**src/rtl/inst_fetch_pkg.sv**
```systemverilog
// Shared core definitions: instruction constants, base opcodes and the
// fetch-stage state encoding used by the fetch stage and by decode.
package inst_fetch_pkg;

  // Canonical no-op: addi x0, x0, 0
  localparam logic [31:0] NOP = 32'h0000_0013;

  // Default PC loaded on reset
  localparam logic [31:0] RESET_PC_DEFAULT = 32'h0000_0000;

  // RV32I base opcodes (bits [6:0]), shared with decode and immediate gen
  localparam logic [6:0] OPC_LUI    = 7'b0110111;
  localparam logic [6:0] OPC_AUIPC  = 7'b0010111;
  localparam logic [6:0] OPC_JAL    = 7'b1101111;
  localparam logic [6:0] OPC_JALR   = 7'b1100111;
  localparam logic [6:0] OPC_BRANCH = 7'b1100011;
  localparam logic [6:0] OPC_LOAD   = 7'b0000011;
  localparam logic [6:0] OPC_STORE  = 7'b0100011;
  localparam logic [6:0] OPC_OP_IMM = 7'b0010011;
  localparam logic [6:0] OPC_OP     = 7'b0110011;
  localparam logic [6:0] OPC_FENCE  = 7'b0001111;
  localparam logic [6:0] OPC_SYSTEM = 7'b1110011;

  // Fetch stage states
  typedef enum logic [1:0] {
    ST_FETCH = 2'd0,  // issuing reads, delivering into IF/ID
    ST_HOLD  = 2'd1,  // decode stalled, fetched word parked in the skid
    ST_DRAIN = 2'd2   // redirect arrived during a cache stall; wait it out
  } fetch_state_t;

  // Word-aligned version of a jump/branch target
  function automatic logic [31:0] align_word(input logic [31:0] addr);
    return addr & ~32'd3;
  endfunction

endpackage

```
**src/rtl/inst_fetch_skid.sv**
```systemverilog
// One-entry holding register for a fetched pc/instruction pair that decode
// could not accept. Clear wins over load.
module inst_fetch_skid
  import inst_fetch_pkg::*;
(
  input  logic        clk,
  input  logic        rst_n,
  input  logic        load,
  input  logic        clear,
  input  logic [31:0] load_pc,
  input  logic [31:0] load_inst,
  output logic        valid,
  output logic [31:0] pc,
  output logic [31:0] inst
);

  logic        valid_reg;
  logic [31:0] pc_reg;
  logic [31:0] inst_reg;

  // Capture on load, empty on clear or reset
  always_ff @(posedge clk) begin
    if (!rst_n) begin
      valid_reg <= 1'b0;
      pc_reg    <= 32'd0;
      inst_reg  <= NOP;
    end else if (clear) begin
      valid_reg <= 1'b0;
    end else if (load) begin
      valid_reg <= 1'b1;
      pc_reg    <= load_pc;
      inst_reg  <= load_inst;
    end
  end

  assign valid = valid_reg;
  assign pc    = pc_reg;
  assign inst  = inst_reg;

endmodule

```
**src/rtl/inst_fetch.sv**
```systemverilog
// RV32I instruction fetch stage with IF/ID pipeline register. Owns the PC,
// issues word reads, absorbs cache stalls and decode back-pressure, and
// applies redirects from EX.
module inst_fetch
  import inst_fetch_pkg::*;
#(
  parameter logic [31:0] RESET_PC  = RESET_PC_DEFAULT,
  parameter logic        INST_SWAP = 1'b1
) (
  input  logic        clk,
  input  logic        rst_n,
  output logic        ic_read,
  output logic [29:0] ic_addr,
  input  logic        ic_stall,
  input  logic [31:0] ic_rdata,
  input  logic        id_stall,
  input  logic        redirect,
  input  logic [31:0] redirect_pc,
  output logic        ifid_valid,
  output logic [31:0] ifid_pc,
  output logic [31:0] ifid_pc_plus4,
  output logic [31:0] ifid_inst
);

  fetch_state_t state_reg, state_next;

  logic [31:0] pc_reg, pc_next;
  logic [31:0] pend_pc_reg, pend_pc_next;
  logic        ifid_valid_reg, ifid_valid_next;
  logic [31:0] ifid_pc_reg, ifid_pc_next;
  logic [31:0] ifid_pc_plus4_reg, ifid_pc_plus4_next;
  logic [31:0] ifid_inst_reg, ifid_inst_next;

  logic        skid_load, skid_clear;
  logic        skid_valid;
  logic [31:0] skid_pc, skid_inst;

  logic [31:0] fetch_word;
  logic [31:0] pc_plus4;
  logic [31:0] redirect_target;
  logic [31:0] drain_target;

  // Memory is little-endian; optionally reverse bytes of the returned word
  generate
    if (INST_SWAP) begin : g_swap
      for (genvar gi = 0; gi < 4; gi++) begin : g_byte
        assign fetch_word[8*gi +: 8] = ic_rdata[8*(3-gi) +: 8];
      end
    end else begin : g_pass
      assign fetch_word = ic_rdata;
    end
  endgenerate

  assign pc_plus4        = pc_reg + 32'd4;
  assign redirect_target = align_word(redirect_pc);
  assign drain_target    = redirect ? redirect_target : pend_pc_reg;

  // Request side depends only on state and pc (plus reset gating)
  assign ic_read = rst_n && (state_reg != ST_HOLD);
  assign ic_addr = pc_reg[31:2];

  inst_fetch_skid u_skid (
    .clk       (clk),
    .rst_n     (rst_n),
    .load      (skid_load),
    .clear     (skid_clear),
    .load_pc   (pc_reg),
    .load_inst (fetch_word),
    .valid     (skid_valid),
    .pc        (skid_pc),
    .inst      (skid_inst)
  );

  // State register
  always_ff @(posedge clk) begin
    if (!rst_n) begin
      state_reg <= ST_FETCH;
    end else begin
      state_reg <= state_next;
    end
  end

  // Next-state, pc and IF/ID update; redirect outranks everything else
  always_comb begin
    state_next         = state_reg;
    pc_next            = pc_reg;
    pend_pc_next       = pend_pc_reg;
    ifid_valid_next    = ifid_valid_reg;
    ifid_pc_next       = ifid_pc_reg;
    ifid_pc_plus4_next = ifid_pc_plus4_reg;
    ifid_inst_next     = ifid_inst_reg;
    skid_load          = 1'b0;
    skid_clear         = 1'b0;

    case (state_reg)
      ST_FETCH: begin
        if (redirect) begin
          ifid_valid_next = 1'b0;
          ifid_inst_next  = NOP;
          skid_clear      = 1'b1;
          if (ic_stall) begin
            // Outstanding read must finish first; remember where to go
            pend_pc_next = redirect_target;
            state_next   = ST_DRAIN;
          end else begin
            // Word returned this cycle is on the wrong path; drop it
            pc_next = redirect_target;
          end
        end else if (!ic_stall) begin
          if (id_stall) begin
            skid_load  = 1'b1;
            state_next = ST_HOLD;
          end else begin
            ifid_valid_next    = 1'b1;
            ifid_pc_next       = pc_reg;
            ifid_pc_plus4_next = pc_plus4;
            ifid_inst_next     = fetch_word;
            pc_next            = pc_plus4;
          end
        end else if (!id_stall) begin
          // Decode took the old entry and nothing new arrived: bubble
          ifid_valid_next = 1'b0;
          ifid_inst_next  = NOP;
        end
      end

      ST_HOLD: begin
        if (redirect) begin
          pc_next         = redirect_target;
          skid_clear      = 1'b1;
          ifid_valid_next = 1'b0;
          ifid_inst_next  = NOP;
          state_next      = ST_FETCH;
        end else if (!id_stall) begin
          ifid_valid_next    = skid_valid;
          ifid_pc_next       = skid_pc;
          ifid_pc_plus4_next = skid_pc + 32'd4;
          ifid_inst_next     = skid_inst;
          pc_next            = pc_plus4;
          skid_clear         = 1'b1;
          state_next         = ST_FETCH;
        end
      end

      ST_DRAIN: begin
        if (redirect) begin
          ifid_valid_next = 1'b0;
          ifid_inst_next  = NOP;
        end
        if (!ic_stall) begin
          // Stale word discarded; jump to the most recent target
          pc_next    = drain_target;
          state_next = ST_FETCH;
        end else begin
          pend_pc_next = drain_target;
        end
      end

      default: begin
        state_next = ST_FETCH;
      end
    endcase
  end

  // Datapath registers: pc, pending target and IF/ID
  always_ff @(posedge clk) begin
    if (!rst_n) begin
      pc_reg            <= RESET_PC;
      pend_pc_reg       <= RESET_PC;
      ifid_valid_reg    <= 1'b0;
      ifid_pc_reg       <= 32'd0;
      ifid_pc_plus4_reg <= 32'd0;
      ifid_inst_reg     <= NOP;
    end else begin
      pc_reg            <= pc_next;
      pend_pc_reg       <= pend_pc_next;
      ifid_valid_reg    <= ifid_valid_next;
      ifid_pc_reg       <= ifid_pc_next;
      ifid_pc_plus4_reg <= ifid_pc_plus4_next;
      ifid_inst_reg     <= ifid_inst_next;
    end
  end

  assign ifid_valid    = ifid_valid_reg;
  assign ifid_pc       = ifid_pc_reg;
  assign ifid_pc_plus4 = ifid_pc_plus4_reg;
  assign ifid_inst     = ifid_inst_reg;

endmodule

```
**config.mk**
```make
export PLATFORM = sky130hd
export DESIGN_NAME = inst_fetch
export DESIGN_NICKNAME = d
export VERILOG_FILES = /design/src/rtl/inst_fetch_pkg.sv /design/src/rtl/inst_fetch_skid.sv /design/src/rtl/inst_fetch.sv
export SDC_FILE = /design/constraint.sdc
export NUM_CORES = 1
export LEC_CHECK = 0
export BUFFER_PORTS_ARGS = -buffer_cell sky130_fd_sc_hd__buf_4
export CAP_MARGIN = 20
export CORE_ASPECT_RATIO = 0.8
export CORE_MARGIN = 1
export CORE_UTILIZATION = 51
export DETAILED_ROUTE_END_ITERATION = 10
export PLACE_DENSITY = 0.77
export SYNTH_ARGS = -nofsm -noshare
export SYNTH_HDL_FRONTEND = slang
export SYNTH_SLANG_ARGS = --single-unit
```
**constraint.sdc**
```tcl
create_clock -name clk -period 2.3 [get_ports clk]
set_input_delay 0.23 -clock clk [delete_from_list [all_inputs] [get_ports clk]]
set_output_delay 0.23 -clock clk [all_outputs]
set_load 0.01 [all_outputs]
```
==> out/metrics.yaml, run 1 <==
logic_synthesis:
  synth_adder_area_share: 0.00693
  synth_nets: 1464
  dominantRegCellSynth: "dfxtp_1"
  synthXorXnorAreaFrac: 0.0291
  synthesis.area_um2: 10800
  synth_edf_count: 0
  synth_cells: 1389
  muxShareOfSynthArea: 0.0465
  ys_seq_area_frac: 0.418
  synth_compound_area_frac: 0.224
  synth_area_per_cell_um2: 7.79
  synth_seq_cells: 226
  synth_top_family_by_area: "compound AO/OA/AOI/OAI gates"
  ys_warn_count: 0
  async_reset_ff_frac: 0
  synth.distinct_cells: 61
  yosys.area_share.simple: 0.222
grt:
  antenna_found_initial: 1
  grt_max_degree: 149
  grt_pass1_wl_mm: 55.5
  overflow: 0
  grt_usage: 0.320
  grt_pass1_vias: 10313
worst_setup_path:
  cpMostUsedCell: "or4_4"
  crit_type: "flop to flop"
  critPathMaxFanout: 2
  worstPathCellList: "ha_4 > nand3_2 > or4_4 > or4_4 > or4_1 > a31oi_1"
  required_ps: 2750
  crit_family: "simple AND/OR/NAND/NOR gates"
  cp.arrival_ps: 2690
  start_kind: "flop"
  cpPeakStageDelay_ps: 540
  critPathBufInv: 0
  crit_path_end_kind: "flop"
  slowest_stage: "or4_4"
die:
  rows: 47
  start_util: 0.521
  die_width_um: 165
  io_pins: 197
  die_h_um: 132
  core_um2: 20800
  die_area_um2: 21800
clock_network:
  clockRootBuffer: "clkbuf_16"
  cts_sinks: 226
  clk_pin_slew_worst_paths_ps: 70
  cts_max_path_buffers: 3
  cts_tree: "done"
  htree_levels: 1
  clock_latency_ps: 530
  cts_buffers: 24
power_and_ir_drop:
  p_total_uw: 11000
  switchingPower_uw: 3090
  clkPwrFrac: 0.402
  p_per_area_nw_per_um2: 755
  ir_drop_v: 0.000497
  switching_share: 0.281
  p_int_uw: 7900
  pwr-share-comb: 0.202
  p_seq_frac: 0.395
  leakage_uw: 0.00562
final_layout:
  drive_gt1_frac: 0.220
  finalNetCount: 1715
  final_cell_mix: "buf_4 (288), nand2_1 (270), dfxtp_1 (224)"
  final.fill_count: 1627
  final_common_cell: "buf_4"
  post-route-util: 0.701
  design_area_um2: 14500
  n_antenna_cell: 0
  stdcell_count: 1926
  syn2layout_area_growth_pct: 34.4
timing:
  finClkSkew_ps: 14.0
  max_freq_ghz: 0.448
  fin_tns_setup_ps: 0
  drv_slew: 0
  worst_pin_slew_ps: 683
  post-route-period-util: 0.971
  setup_violations: 0
  hold_viol: 0
  rsz0062_at_grt: "no"
  relSlewSlack: 0.545
  finalCriticalPeriod_ps: 2230
route:
  vias: 11265
  drc: 0
  drtAntennaViolNets: 0
  wl_per_cell_um: 18.5
  post_drt_via_cell_ratio: 5.85
  wl_mm: 35.6
  firstDrtPassIters: 5
  drt_first_iter_violations: 1261
place:
  place_inst: 1821
  gp_congestion: 0.946
  io_buffer_count: 194
  post_dp_cell_area_um2: 13000
  hpwl_mm: 23.9
hold_path:
  hold_path_class: "input port to flop"
outcome:
  status: "completed"
flow_run:
  drv_cap: 0
==> area by class of cell <==
| cell class | count | area [um2] | area share |
|---|---|---|---|
| multi-input cells | 1017 | 5790 | 0.398 |
| flip-flops and latches | 226 | 4530 | 0.311 |
| repair buffers | 357 | 2930 | 0.202 |
| clock buffers | 30 | 684 | 0.0470 |
| well taps | 269 | 337 | 0.0231 |
| clock inverters | 13 | 220 | 0.0151 |
| inverters | 14 | 55.1 | 0.00378 |
==> worst register-to-register path, cell delays in order, from the launching register on <==
cell     delay (ps)
dfxtp_4         360
ha_4            140
nand3_2          80
or4_4           540
or4_4           490
or4_1           410
a31oi_1         140
==> worst paths after layout <==
check	from	to	slack, ps	depth (start not counted)
worst max register to register	pc_reg[2]	pc_reg[28]	70	6
worst min register to register	pend_pc_reg[7]	pend_pc_reg[7]	450	2
worst max-delay path	pc_reg[2]	pc_reg[28]	70	6
worst min-delay path	redirect_pc[8]	pend_pc_reg[8]	50	3
==> metal layers <==
metal  wire length (um)  GRT usage
met1              15700      0.476
met2              15200      0.457
met3               3920     0.0727
met4                823     0.0912
met5                  0    0.00455
==> through the flow <==
step | hold WS (ps) | worst slack (ps)
after floorplan | 354 | -83.6
after global placement | 437 | 51.7
after detailed placement | 443 | 16.2
after CTS | 24.4 | 6.15
after global routing | 64.3 | 0.730
final | 54.2 | 66.5
==> synth_stat cells, types with 6 or more instances <==
cell type	count	area, um2
nand2_1	270	1010
dfxtp_1	226	4520
a21oi_1	145	726
clkbuf_1	112	420
nor2_1	106	398
o21ai_0	70	350
a211oi_1	64	480
mux2i_1	48	480
nand3_1	32	160
a22oi_1	31	233
and3_1	21	131
nand4_1	21	131
xor2_1	20	175
nor3_1	18	90.1
nor4_1	17	106
xnor2_1	16	140
o211ai_1	15	113
a31oi_1	14	87.6
inv_1	12	45.0
or3_1	10	62.6
buf_4	8	60.1
nand2b_1	8	50.1
and2_1	7	43.8
buf_1	7	26.3
o31a_1	7	61.3
ha_1	6	75.1
==> cells by family after synthesis <==
kind of cell,count (synthesis)
and+or+nand+nor,536
AOI/OAI and AO/OA,389
DFF,226
buffers and inverters,146
muxes,50
xor gates and xnor gates,36
adders and majority gates,6
==> power by group through the flow <==
stage	Clock, uW	Sequential (uW)	Combinational [uW]
2_1_floorplan	0	4500	1060
3_5_place_dp	0	4430	2070
6_report	4420	4340	2220
4_1_cts	4460	4340	2160
5_1_grt	4590	4370	2390
3_3_place_gp	0	4420	2030
==> repair_timing <==
action                                  4_1_cts  5_1_grt
buffers inserted                              0        1
endpoints found under the hold margin        62        0
resized for setup                             0        5
hold buffers                                 61        0
endpoints found under the setup margin        0        8
Power figures use the tool's default switching activity.
==> run 2: changes to the inputs <==
--- a/config.mk
+++ b/config.mk
@@ -9,9 +9,9 @@
 export CAP_MARGIN = 20
 export CORE_ASPECT_RATIO = 0.8
 export CORE_MARGIN = 1
-export CORE_UTILIZATION = 51
+export CORE_UTILIZATION = 56
 export DETAILED_ROUTE_END_ITERATION = 10
-export PLACE_DENSITY = 0.77
+export PLACE_DENSITY = 0.8
 export SYNTH_ARGS = -nofsm -noshare
 export SYNTH_HDL_FRONTEND = slang
 export SYNTH_SLANG_ARGS = --single-unit
==> constraint.sdc (replaced) <==
create_clock -name clk -period 2.5 [get_ports clk]
set_input_delay 0.25 -clock clk [delete_from_list [all_inputs] [get_ports clk]]
set_output_delay 0.25 -clock clk [all_outputs]
set_load 0.01 [all_outputs]
==> out/metrics.yaml, run 2 (synthesis results as in run 1) <==
worst_setup_path:
  crit_path_end_kind: "flop"
  cp.arrival_ps: 2780  # +90 ps
  required_ps: 2940  # +190 ps
  start_kind: "flop"
  cpMostUsedCell: "or4_1"
  critPathBufInv: 0  # unchanged
  slowest_stage: "or4_1"
  critPathMaxFanout: 3  # +1
  worstPathCellList: "ha_1 > nand3_2 > or4_1 > or4_4 > or4_1 > a31oi_1"
  crit_family: "simple AND/OR/NAND/NOR gates"
  cpPeakStageDelay_ps: 580  # +40 ps
  crit_type: "flop to flop"
hold_path:
  hold_path_class: "input port to flop"
power_and_ir_drop:
  leakage_uw: 0.00543  # -3.4%
  p_per_area_nw_per_um2: 693  # -8.3%
  p_total_uw: 9790  # -11%
  ir_drop_v: 0.000486  # -2.3%
place:
  gp_congestion: 0.926  # -2.1%
  io_buffer_count: 194  # unchanged
  pre_cts_ws_ps: 152  # +136 ps
  hpwl_mm: 23.0  # -3.6%
outcome:
  status: "finished, violations left"
  failed_checks: "hold timing"
clock_network:
  cts_tree: "done"
  cts_sinks: 226  # unchanged
  clockRootBuffer: "clkbuf_16"
  htree_levels: 1  # unchanged
  cts_max_path_buffers: 3  # unchanged
  clk_pin_slew_worst_paths_ps: 60  # about the same
  cts_buffers: 23  # -4.2%
  clock_latency_ps: 510  # -20 ps
route:
  drtAntennaViolNets: 0  # unchanged
  firstDrtPassIters: 5  # unchanged
  wl_mm: 34.7  # -2.5%
  wl_per_cell_um: 18.4  # -0.13%
  vias: 11228  # -0.33%
  drt_first_iter_violations: 1275  # +1.1%
  post_drt_via_cell_ratio: 5.97  # +2.1%
  drc: 0  # unchanged
timing:
  fin_tns_setup_ps: 0  # unchanged
  rsz0062_at_grt: "no"
  relSlewSlack: 0.511  # -0.0334
  setup_violations: 0  # unchanged
  hold_viol: 1  # +1
  worst_pin_slew_ps: 733  # +50.1 ps
  fin_ws_ps: 157  # +90.6 ps
  drv_slew: 0  # unchanged
  timing.hold.ws_ps: -0.0525  # -54.3 ps
  finClkSkew_ps: 6.37  # -7.67 ps
  finalCriticalPeriod_ps: 2340  # +109 ps
  post-route-period-util: 0.937  # -0.0339
  max_freq_ghz: 0.427  # -4.7%
die:
  io_pins: 197  # unchanged
  start_util: 0.571  # +0.0490
  die_area_um2: 19900  # -8.8%
  rows: 45  # -4.3%
  core_um2: 19000  # -8.6%
  die_width_um: 157  # -4.5%
  die_h_um: 126  # -4.5%
final_layout:
  n_antenna_cell: 0  # unchanged
  drive_gt1_frac: 0.204  # -0.0162
  syn2layout_area_growth_pct: 30.6
  finalNetCount: 1681  # -2.0%
  post-route-util: 0.745  # +0.0441
  final_cell_mix: "nand2_1 (270), buf_4 (266), dfxtp_1 (224)"
  final_common_cell: "nand2_1"
flow_run:
  drv_cap: 0  # unchanged
grt:
  grt_pass1_wl_mm: 52.9  # -4.6%
  overflow: 0  # unchanged
  grt_pass1_vias: 9855  # -4.4%
  grt_max_degree: 140  # -6.0%
  antenna_found_initial: 0  # -1
  grt_usage: 0.335  # +0.0143
run 2: per-stage QoR:
| step | cells | instance area [um2] |
|---|---|---|
| finish | 1880 | 14100 |
| global route | 1880 | 14100 |
| CTS | 1879 | 14100 |
| detailed placement | 1788 | 12800 |
| global placement | 1788 | 12800 |
| floorplan | 1389 | 10800 |
run 2: report_power, final:
| group | total [uW] | internal, uW | switching [uW] |
|---|---|---|---|
| registers | 4030 | 3840 | 182 |
| logic | 1960 | 836 | 1120 |
| clock network | 3810 | 2350 | 1450 |
| total | 9790 | 7030 | 2760 |
run 2: worst paths after layout:
check | slack (ps) | startpoint | cells past startpoint | endpoint
worst max-delay path | 160 | pc_reg[2] | 6 | pc_reg[28]
worst min-delay path | -0.05 | ic_rdata[19] | 3 | u_skid.inst[11]
worst max register to register | 160 | pc_reg[2] | 6 | pc_reg[28]
worst min register to register | 450 | pend_pc_reg[1] | 2 | pend_pc_reg[1]
run 2: area by class of cell:
| type | instances | area [um2] |
|---|---|---|
| inverter | 14 | 55.1 |
| fill | 1419 | 4840 |
| timing repair buffer | 324 | 2650 |
| clock inverter | 8 | 165 |
| tap | 258 | 323 |
| clock buffer | 33 | 663 |
| multi-input combinational | 1017 | 5750 |
| sequential | 226 | 4530 |
run 2: per-layer routing:
layer | global-route usage | up-vias | wire [um]
li1 | - | 5342 | -
met1 | 0.497 | 5233 | 15000
met2 | 0.486 | 584 | 14900
met3 | 0.0714 | 69 | 3920
met4 | 0.0879 | 0 | 858
met5 | 0.0150 | - | 0
run 2: tightest hold or removal path, delay by kind of cell:
family | cells | cell delay, ps
and+or+nand+nor | 1 | 50
buffers and inverters | 1 | 110
AOI/OAI and AO/OA | 1 | 50
run 2: repair_timing:
| action | 4_1_cts | 5_1_grt |
|---|---|---|
| endpoints found under the hold margin | 50 | 1 |
| endpoints found under the setup margin | 0 | 2 |
| gates resized for setup | 0 | 1 |
| hold buffers | 50 | 1 |
| setup buffers | 0 | 0 |
